==> src/rtl/cpu_types_pkg.sv <==
// Shared types and constants for the memory request arbiter and its helpers.
package cpu_types_pkg;

  localparam int unsigned ARB_ADDR_W  = 32;
  localparam int unsigned ARB_DATA_W  = 32;
  localparam int unsigned ARB_TIMEOUT = 255;

  typedef logic [ARB_DATA_W-1:0] word_t;

  typedef enum logic [1:0] {
    IDLE  = 2'd0,
    DATA  = 2'd1,
    INSTR = 2'd2,
    DONE  = 2'd3
  } arb_state_t;

  // True while a RAM transaction is in flight.
  function automatic logic is_busy(input arb_state_t s);
    return (s == DATA) || (s == INSTR);
  endfunction

endpackage

==> src/rtl/mem_watchdog.sv <==
// Saturating cycle counter used to abort a RAM transaction that never acks.
module mem_watchdog #(
  parameter int unsigned TIMEOUT = 255
) (
  input  logic clk,
  input  logic rst,
  input  logic clear_i,
  input  logic en_i,
  output logic timeout_o
);

  localparam int unsigned CNT_W = $clog2(TIMEOUT + 1);
  localparam logic [CNT_W-1:0] CNT_MAX = CNT_W'(TIMEOUT);

  logic [CNT_W-1:0] cnt_q;
  logic [CNT_W-1:0] cnt_d;

  // Clear wins over enable; the count sticks at CNT_MAX instead of wrapping.
  always_comb begin
    cnt_d = cnt_q;
    if (clear_i) begin
      cnt_d = {CNT_W{1'b0}};
    end else if (en_i && (cnt_q != CNT_MAX)) begin
      cnt_d = cnt_q + CNT_W'(1);
    end else begin
      cnt_d = cnt_q;
    end
  end

  // Counter register.
  always_ff @(posedge clk or posedge rst) begin
    if (rst) begin
      cnt_q <= {CNT_W{1'b0}};
    end else begin
      cnt_q <= cnt_d;
    end
  end

  assign timeout_o = (cnt_q == CNT_MAX);

endmodule

==> src/rtl/mem_request_arbiter.sv <==
// Arbitrates an instruction port and a data port onto a single-ported RAM.
// Data accesses win over fetches; one transaction outstanding at a time.
module mem_request_arbiter
  import cpu_types_pkg::*;
#(
  parameter int unsigned ADDR_W      = ARB_ADDR_W,
  parameter int unsigned DATA_W      = ARB_DATA_W,
  parameter int unsigned TIMEOUT_CYC = ARB_TIMEOUT
) (
  input  logic              CLK,
  input  logic              RST,
  input  logic              iREN,
  input  logic [ADDR_W-1:0] iaddr,
  output logic [DATA_W-1:0] iload,
  output logic              ihit,
  input  logic              dREN,
  input  logic              dWEN,
  input  logic [ADDR_W-1:0] daddr,
  input  logic [DATA_W-1:0] dstore,
  output logic [DATA_W-1:0] dload,
  output logic              dhit,
  output logic              ram_req,
  output logic              ram_we,
  output logic [ADDR_W-1:0] ram_addr,
  output logic [DATA_W-1:0] ram_wdata,
  input  logic [DATA_W-1:0] ram_rdata,
  input  logic              ram_ack,
  output logic              bus_err
);

  arb_state_t state_q, state_d;

  logic [ADDR_W-1:0] addr_q,  addr_d;
  logic [DATA_W-1:0] wdata_q, wdata_d;
  logic              we_q,    we_d;
  logic [DATA_W-1:0] dload_q, dload_d;
  logic [DATA_W-1:0] iload_q, iload_d;
  logic              dhit_q,  dhit_d;
  logic              ihit_q,  ihit_d;
  logic              bus_err_q, bus_err_d;

  logic wd_clear_s;
  logic wd_en_s;
  logic timeout_s;

  mem_watchdog #(
    .TIMEOUT (TIMEOUT_CYC)
  ) u_watchdog (
    .clk       (CLK),
    .rst       (RST),
    .clear_i   (wd_clear_s),
    .en_i      (wd_en_s),
    .timeout_o (timeout_s)
  );

  // State register.
  always_ff @(posedge CLK or posedge RST) begin
    if (RST) begin
      state_q <= IDLE;
    end else begin
      state_q <= state_d;
    end
  end

  // Next-state logic: ack beats a simultaneous timeout; DONE always lasts one cycle.
  always_comb begin
    state_d = state_q;
    case (state_q)
      IDLE: begin
        if (dREN || dWEN) begin
          state_d = DATA;
        end else if (iREN) begin
          state_d = INSTR;
        end else begin
          state_d = IDLE;
        end
      end
      DATA, INSTR: begin
        if (ram_ack) begin
          state_d = DONE;
        end else if (timeout_s) begin
          state_d = IDLE;
        end else begin
          state_d = state_q;
        end
      end
      DONE:    state_d = IDLE;
      default: state_d = IDLE;
    endcase
  end

  // Output/datapath next values: latch the request in IDLE, capture data and hits on ack.
  always_comb begin
    addr_d     = addr_q;
    wdata_d    = wdata_q;
    we_d       = we_q;
    dload_d    = dload_q;
    iload_d    = iload_q;
    dhit_d     = 1'b0;
    ihit_d     = 1'b0;
    bus_err_d  = bus_err_q;
    wd_clear_s = 1'b0;
    wd_en_s    = 1'b0;
    case (state_q)
      IDLE: begin
        if (dREN || dWEN) begin
          addr_d     = daddr;
          wdata_d    = dstore;
          we_d       = dWEN;
          wd_clear_s = 1'b1;
        end else if (iREN) begin
          addr_d     = iaddr;
          we_d       = 1'b0;
          wd_clear_s = 1'b1;
        end else begin
          wd_clear_s = 1'b0;
        end
      end
      DATA: begin
        if (ram_ack) begin
          dload_d = ram_rdata;
          dhit_d  = 1'b1;
        end else begin
          wd_en_s = 1'b1;
          if (timeout_s) begin
            bus_err_d = 1'b1;
          end else begin
            bus_err_d = bus_err_q;
          end
        end
      end
      INSTR: begin
        if (ram_ack) begin
          iload_d = ram_rdata;
          ihit_d  = 1'b1;
        end else begin
          wd_en_s = 1'b1;
          if (timeout_s) begin
            bus_err_d = 1'b1;
          end else begin
            bus_err_d = bus_err_q;
          end
        end
      end
      DONE:    wd_en_s = 1'b0;
      default: wd_en_s = 1'b0;
    endcase
  end

  // Datapath and output registers.
  always_ff @(posedge CLK or posedge RST) begin
    if (RST) begin
      addr_q    <= {ADDR_W{1'b0}};
      wdata_q   <= {DATA_W{1'b0}};
      we_q      <= 1'b0;
      dload_q   <= {DATA_W{1'b0}};
      iload_q   <= {DATA_W{1'b0}};
      dhit_q    <= 1'b0;
      ihit_q    <= 1'b0;
      bus_err_q <= 1'b0;
    end else begin
      addr_q    <= addr_d;
      wdata_q   <= wdata_d;
      we_q      <= we_d;
      dload_q   <= dload_d;
      iload_q   <= iload_d;
      dhit_q    <= dhit_d;
      ihit_q    <= ihit_d;
      bus_err_q <= bus_err_d;
    end
  end

  assign ram_req   = is_busy(state_q);
  assign ram_we    = we_q;
  assign ram_addr  = addr_q;
  assign ram_wdata = wdata_q;
  assign dload     = dload_q;
  assign iload     = iload_q;
  assign dhit      = dhit_q;
  assign ihit      = ihit_q;
  assign bus_err   = bus_err_q;

endmodule

==> config.mk <==
export PLATFORM = sky130hd
export DESIGN_NAME = mem_request_arbiter
export DESIGN_NICKNAME = d
export VERILOG_FILES = /design/src/rtl/cpu_types_pkg.sv /design/src/rtl/mem_watchdog.sv /design/src/rtl/mem_request_arbiter.sv
export SDC_FILE = /design/constraint.sdc
export NUM_CORES = 1
export LEC_CHECK = 0
export ABC_AREA = 1
export ABC_CLOCK_PERIOD_IN_PS = 10300
export BUFFER_PORTS_ARGS = -buffer_cell sky130_fd_sc_hd__buf_2
export CORE_MARGIN = 3
export CORE_UTILIZATION = 45
export CTS_CLUSTER_SIZE = 28
export DETAILED_ROUTE_END_ITERATION = 7
export PLACE_DENSITY = 0.74
export REMOVE_ABC_BUFFERS = 1
export SLEW_MARGIN = 5
export SYNTH_ARGS = -nofsm -noshare
export SYNTH_HDL_FRONTEND = slang
export SYNTH_SLANG_ARGS = --single-unit
==> constraint.sdc <==
create_clock -name CLK -period 10.3 [get_ports CLK]
set_clock_uncertainty 0.2 [all_clocks]
set_input_delay 0.515 -clock CLK [delete_from_list [all_inputs] [get_ports CLK]]
set_output_delay 0.515 -clock CLK [all_outputs]
set_load 0.02 [all_outputs]
* Word-level counts from Yosys, hierarchy flattened *
Cells that the tools add are included.
W data, S select, Z words.

cells by class
  $add $sub $neg = 1
  equality and inequality tests = 6
  mux-type cells = 19
  bitwise operators = 1
  reductions and logical operators = 12

operators with widths
  kind                   count
  $mux W32               2
  $mux W8                2
  $mux W1                10
  $add A8 B1 Y8 const B  1
  $eq A8 B8 Y1 const B   1
  $mux W2                4
  $ne A8 B8 Y1 const B   1
  $reduce_and A2 Y1      4
  $pmux W2 S3            1
  $eq A2 B2 Y1 const B   2
  $reduce_bool A2 Y1     2
  $ne A3 B1 Y1 const B   1
  $reduce_and A3 Y1      1
  $eq A2 B1 Y1 const B   1
  $logic_not A2 Y1       1
  $logic_or A1 B1 Y1     2
  $reduce_or A2 Y1       1
  $logic_and A1 B1 Y1    1
  $not A1 Y1             1

storage, ports and cells
  register bits = 142
  input bits = 134
  output and inout port bits = 133
  logic and storage cells = 49

* Logic depth before layout (Yosys ltp) *
  depth in word-level cells = 6
  mapped depth = 9
  mapped depth without buffers = 8

* Hierarchy *
Synthesis repeated with hierarchy kept, for this count alone.

unflattened totals
  cells, all modules = 737
  area total of the unflattened synthesis = 6203.4 um2

modules (own cells, without submodules)
  module               times used  cells an instance  area each (um2)  sequential area each (um2)
  mem_request_arbiter  1           668                5696.7           3353.2
  mem_watchdog         1           69                 506.7            200.2

* Least setup slack after synthesis *
Ideal clock, no wire load.

  path type = flip-flop to flip-flop
  from = register state_q[0]
  to = register state_q[0]
  library setup time = 0.127 ns
  arrival time = 1.410 ns
  data required time = 9.973 ns
  setup slack = 8.563 ns
  cell stages (with the launch flop) = 9
  buffers on the path = 1
  clock period less this slack = 1.737 ns
  cell sequence = dfrtp_1 -> inv_1 -> ha_1 -> inv_1 -> nor2_1 -> nand2_4 -> buf_12 -> nand2_1 -> o21ai_0

between the ends
  word-level cells in the longest chain between the ends = 3
  elaborated cells between the ends (all ways) = 7
  classes of those cells = eq/ne: 4; mux: 1; reduce/logical: 2

ends and longest elaborated chain
  what                                          line                       source
  start, declared                               mem_request_arbiter.sv:31  arb_state_t state_q, state_d;
  start signal, assigned                        mem_request_arbiter.sv:61  state_q <= state_d;
  $eq A2 B1 Y1 or $eq A2 B2 Y1 (tied branches)  mem_request_arbiter.sv:68  case (state_q)
  $reduce_or A2 Y1 (no line)                    -
  $pmux W2 S3 or $ne A3 B1 Y1 (tied branches)   -

Parallel ways exist; a longest one is shown, timed or not.
A chain may end at the register's enable or synchronous reset.

* Final worst setup path *
  from = register state_q[0]
  to = register addr_q[7], in the netlist ram_addr[7]

between the ends
  word-level cells in the longest chain between the ends = 2

ends and longest elaborated chain
  what                         line                        source
  $logic_not A2 Y1             mem_request_arbiter.sv:104  case (state_q)
  $reduce_and A2 Y1 (no line)  -
  end signal, assigned         mem_request_arbiter.sv:153  addr_q <= {ADDR_W{1'b0}};
  end signal, assigned         mem_request_arbiter.sv:162  addr_q <= addr_d;
  end, declared                mem_request_arbiter.sv:33   logic [ADDR_W-1:0] addr_q, addr_d;

No other way between the ends.

==> flow_summary.ini <==
[run_status]
status = finished, final reports clean

[finish]
antenna_cells = 0
final_cells = 1099
layout.area.seq_um2 = 3550
nFillCells = 1196
final_util_pct = 61.0
mostFrequentLayoutCell = buf_2
layout_common_cells = buf_2 (266), nand2_1 (225), dfrtp_1 (142)
fin_area_um2 = 8200
final_layout_size_suffix_gt1_share_pct = 41.2
nets = 1049
multi_input_area_um2 = 2260
synthToLayoutAreaGrowth_pct = 30.9

[placement]
gp_congestion = 0.814
hpwl_mm = 11.2
dpl-instance-area_um2 = 7580
dp_cells = 1066
port_buffers = 266

[timing]
max_freq_ghz = 0.400
worst_slew_pin_slew_ns = 1.06
hold_viol_final = 0
fin_tns_setup_ns = 0
finalWorstPathRequiredPeriod_ns = 2.50
slew_headroom_pct = 29.3
report.final.setup_viol = 0
rsz0062_at_grt = no
hold_slack_ns = 0.131
fin_crit_sh_pct = 24.3
slew_violations = 0

[setup_path]
r2r_start = state_q[0]
crit_path_start_kind = flop
crit_chain = inv_1, ha_1, buf_4, nand2_8, nand2_8, clkinv_4, nand2_1, nand2_1
rr_endpoint = ram_addr[7]
cp_slowest_stage_delay_ns = 0.38
path_delay_family = buffers and inverters
r2r_slack_ns = 7.80
required_ns = 10.39
ff2ff_path_depth = 8
arrival_ns = 2.59
cp-end-kind = flop
crit_path_max_fanout = 41
critPathSlowestCell = dfrtp_1
cp.depth = 8
worst-path-buf-inv = 3
crit_type = reg2reg

[logic_synthesis]
ys.flop_type = dfrtp_1
synthCells = 660
synth-seq-area-share_pct = 56.7
synth_edf_count = 0
synth_seq_cells = 142
syn_area_um2 = 6260
yosysUniqueCellTypes = 30
syn_avg_cell_area_um2 = 9.49
async_flop_share_pct = 100
yosysWarnings = 0

[floorplanning]
start_util_pct = 46.6
io_pins = 267
rows = 42
coreArea_um2 = 13500
die_area_um2 = 15400
fp.dieW_um = 124
die-height_um = 124

[cts]
cts.clk_slew.worst_paths_ns = 0.06
cts_setup_buffers = 0
clk_latency_ns = 0.41
cts_tree = done
cts-root-buf = clkbuf_16
hold_buffers = 1
htree_levels = 4
cts.sinks = 142
cts_buffers = 17
cts_resized = 0
cts_buffer_depth = 2

[grt]
grt_pass1_vias = 5066
gr-usage-all-layers_pct = 20.8
grt-ovfl-total = 0
grtUsageMet3_pct = 4.68
met2_usage_pct = 34.8
gr-usage-met1_pct = 25.9
busiest_layer = met2
antenna_found_initial = 0
grt_pass1_wl_mm = 24.8
grt_max_degree = 82

[route]
wl_per_cell_um = 14.6
drc = 0
drtIter0Drc = 306
dr_total_vias = 5235
ant_nets = 0
vias_per_cell = 4.76
drt-total-wl_mm = 16.0
dr.pass1.iters = 4

[power_and_ir_drop]
powerDensity_nw_per_um2 = 327
leakagePower_nw = 4.58
ir_drop_uv = 191

[min_path]
holdPathStages = 3
min_to = ram_wdata[13]
min_path_type = in2reg
min_from = dstore[13]

[run]
drv_cap = 0
-- per-layer routing --
metal | up-vias | wire, µm
met1 | 2452 | 6580
met5 | - | 0
met4 | 0 | 348
met2 | 153 | 8320
met3 | 24 | 780
li1 | 2606 | -
-- state kept, by name, summed over array words and instances, names as in the netlist --
name,count
dload,32
ram_wdata,32
u_watchdog.cnt_q,8
bus_err,1
ihit,1
ram_addr,32
ram_we,1
dhit,1
state_q,2
iload,32
-- power breakdown --
| group | switching (mW) | internal [mW] |
|---|---|---|
| clock | 0.227 | 0.399 |
| sequential | 0.131 | 0.811 |
| combinational | 0.762 | 0.350 |
-- worst register-to-register path, cell delays in order, from the launching register on --
cell	delay, ns
dfrtp_1	0.38
inv_1	0.12
ha_1	0.16
buf_4	0.36
nand2_8	0.22
nand2_8	0.33
clkinv_4	0.36
nand2_1	0.18
nand2_1	0.06
-- area by class of cell --
| class | instances | share of cell area, % |
|---|---|---|
| clock buffer | 22 | 5.78 |
| clock inverter | 10 | 1.66 |
| inverter | 48 | 2.32 |
| multi-input combinational | 431 | 27.6 |
| sequential | 142 | 43.3 |
| tap | 176 | 2.69 |
| timing repair buffer | 270 | 16.6 |
-- synth_stat cells (2+ instances only) --
library cell	count	share of area [%]
o211ai_2	28	5.6
o211ai_1	4	0.48
o21ai_0	67	5.4
buf_2	12	0.96
inv_1	46	2.8
nand3_2	7	1.1
dfrtp_1	142	57
nor2_2	2	0.20
nand2_8	2	0.64
nor2_1	11	0.66
clkbuf_1	11	0.66
nor2_4	2	0.36
nand2_1	227	14
nand3_1	37	3.0
buf_6	10	1.8
ha_1	5	1.0
or2_2	32	3.2
buf_1	3	0.18
-- cells by family (layout without fill, tap and decap cells) --
kind of cell / after synthesis / count (layout) / share of synthesized area (%)
fa+ha+maj: 5 / 5 / 0.999
simple gates: 324 / 324 / 23.2
compound gates: 101 / 101 / 11.7
flops: 142 / 142 / 56.7
buf+inv: 87 / 350 / 7.23
xor+xnor: 1 / 1 / 0.140
-- worst max path at each step --
stage / startpoint / endpoint / slack (ns)
floorplan: RST / bus_err / 5.78
global placement: dWEN / u_watchdog.cnt_q[6] / 7.68
detailed placement: dWEN / ram_addr[24] / 7.66
CTS: state_q[0] / ram_addr[7] / 7.78
global route: state_q[0] / ram_addr[24] / 7.60
finish: state_q[0] / ram_addr[7] / 7.80
-- stage by stage --
stage          setup WS, ns  total power, mW
2_1_floorplan          5.78             1.65
3_3_place_gp           7.68             2.04
3_5_place_dp           7.66             2.07
4_1_cts                7.78             2.71
5_1_grt                7.60             2.86
6_report               7.80             2.68
(Power assumes the default switching activity.)
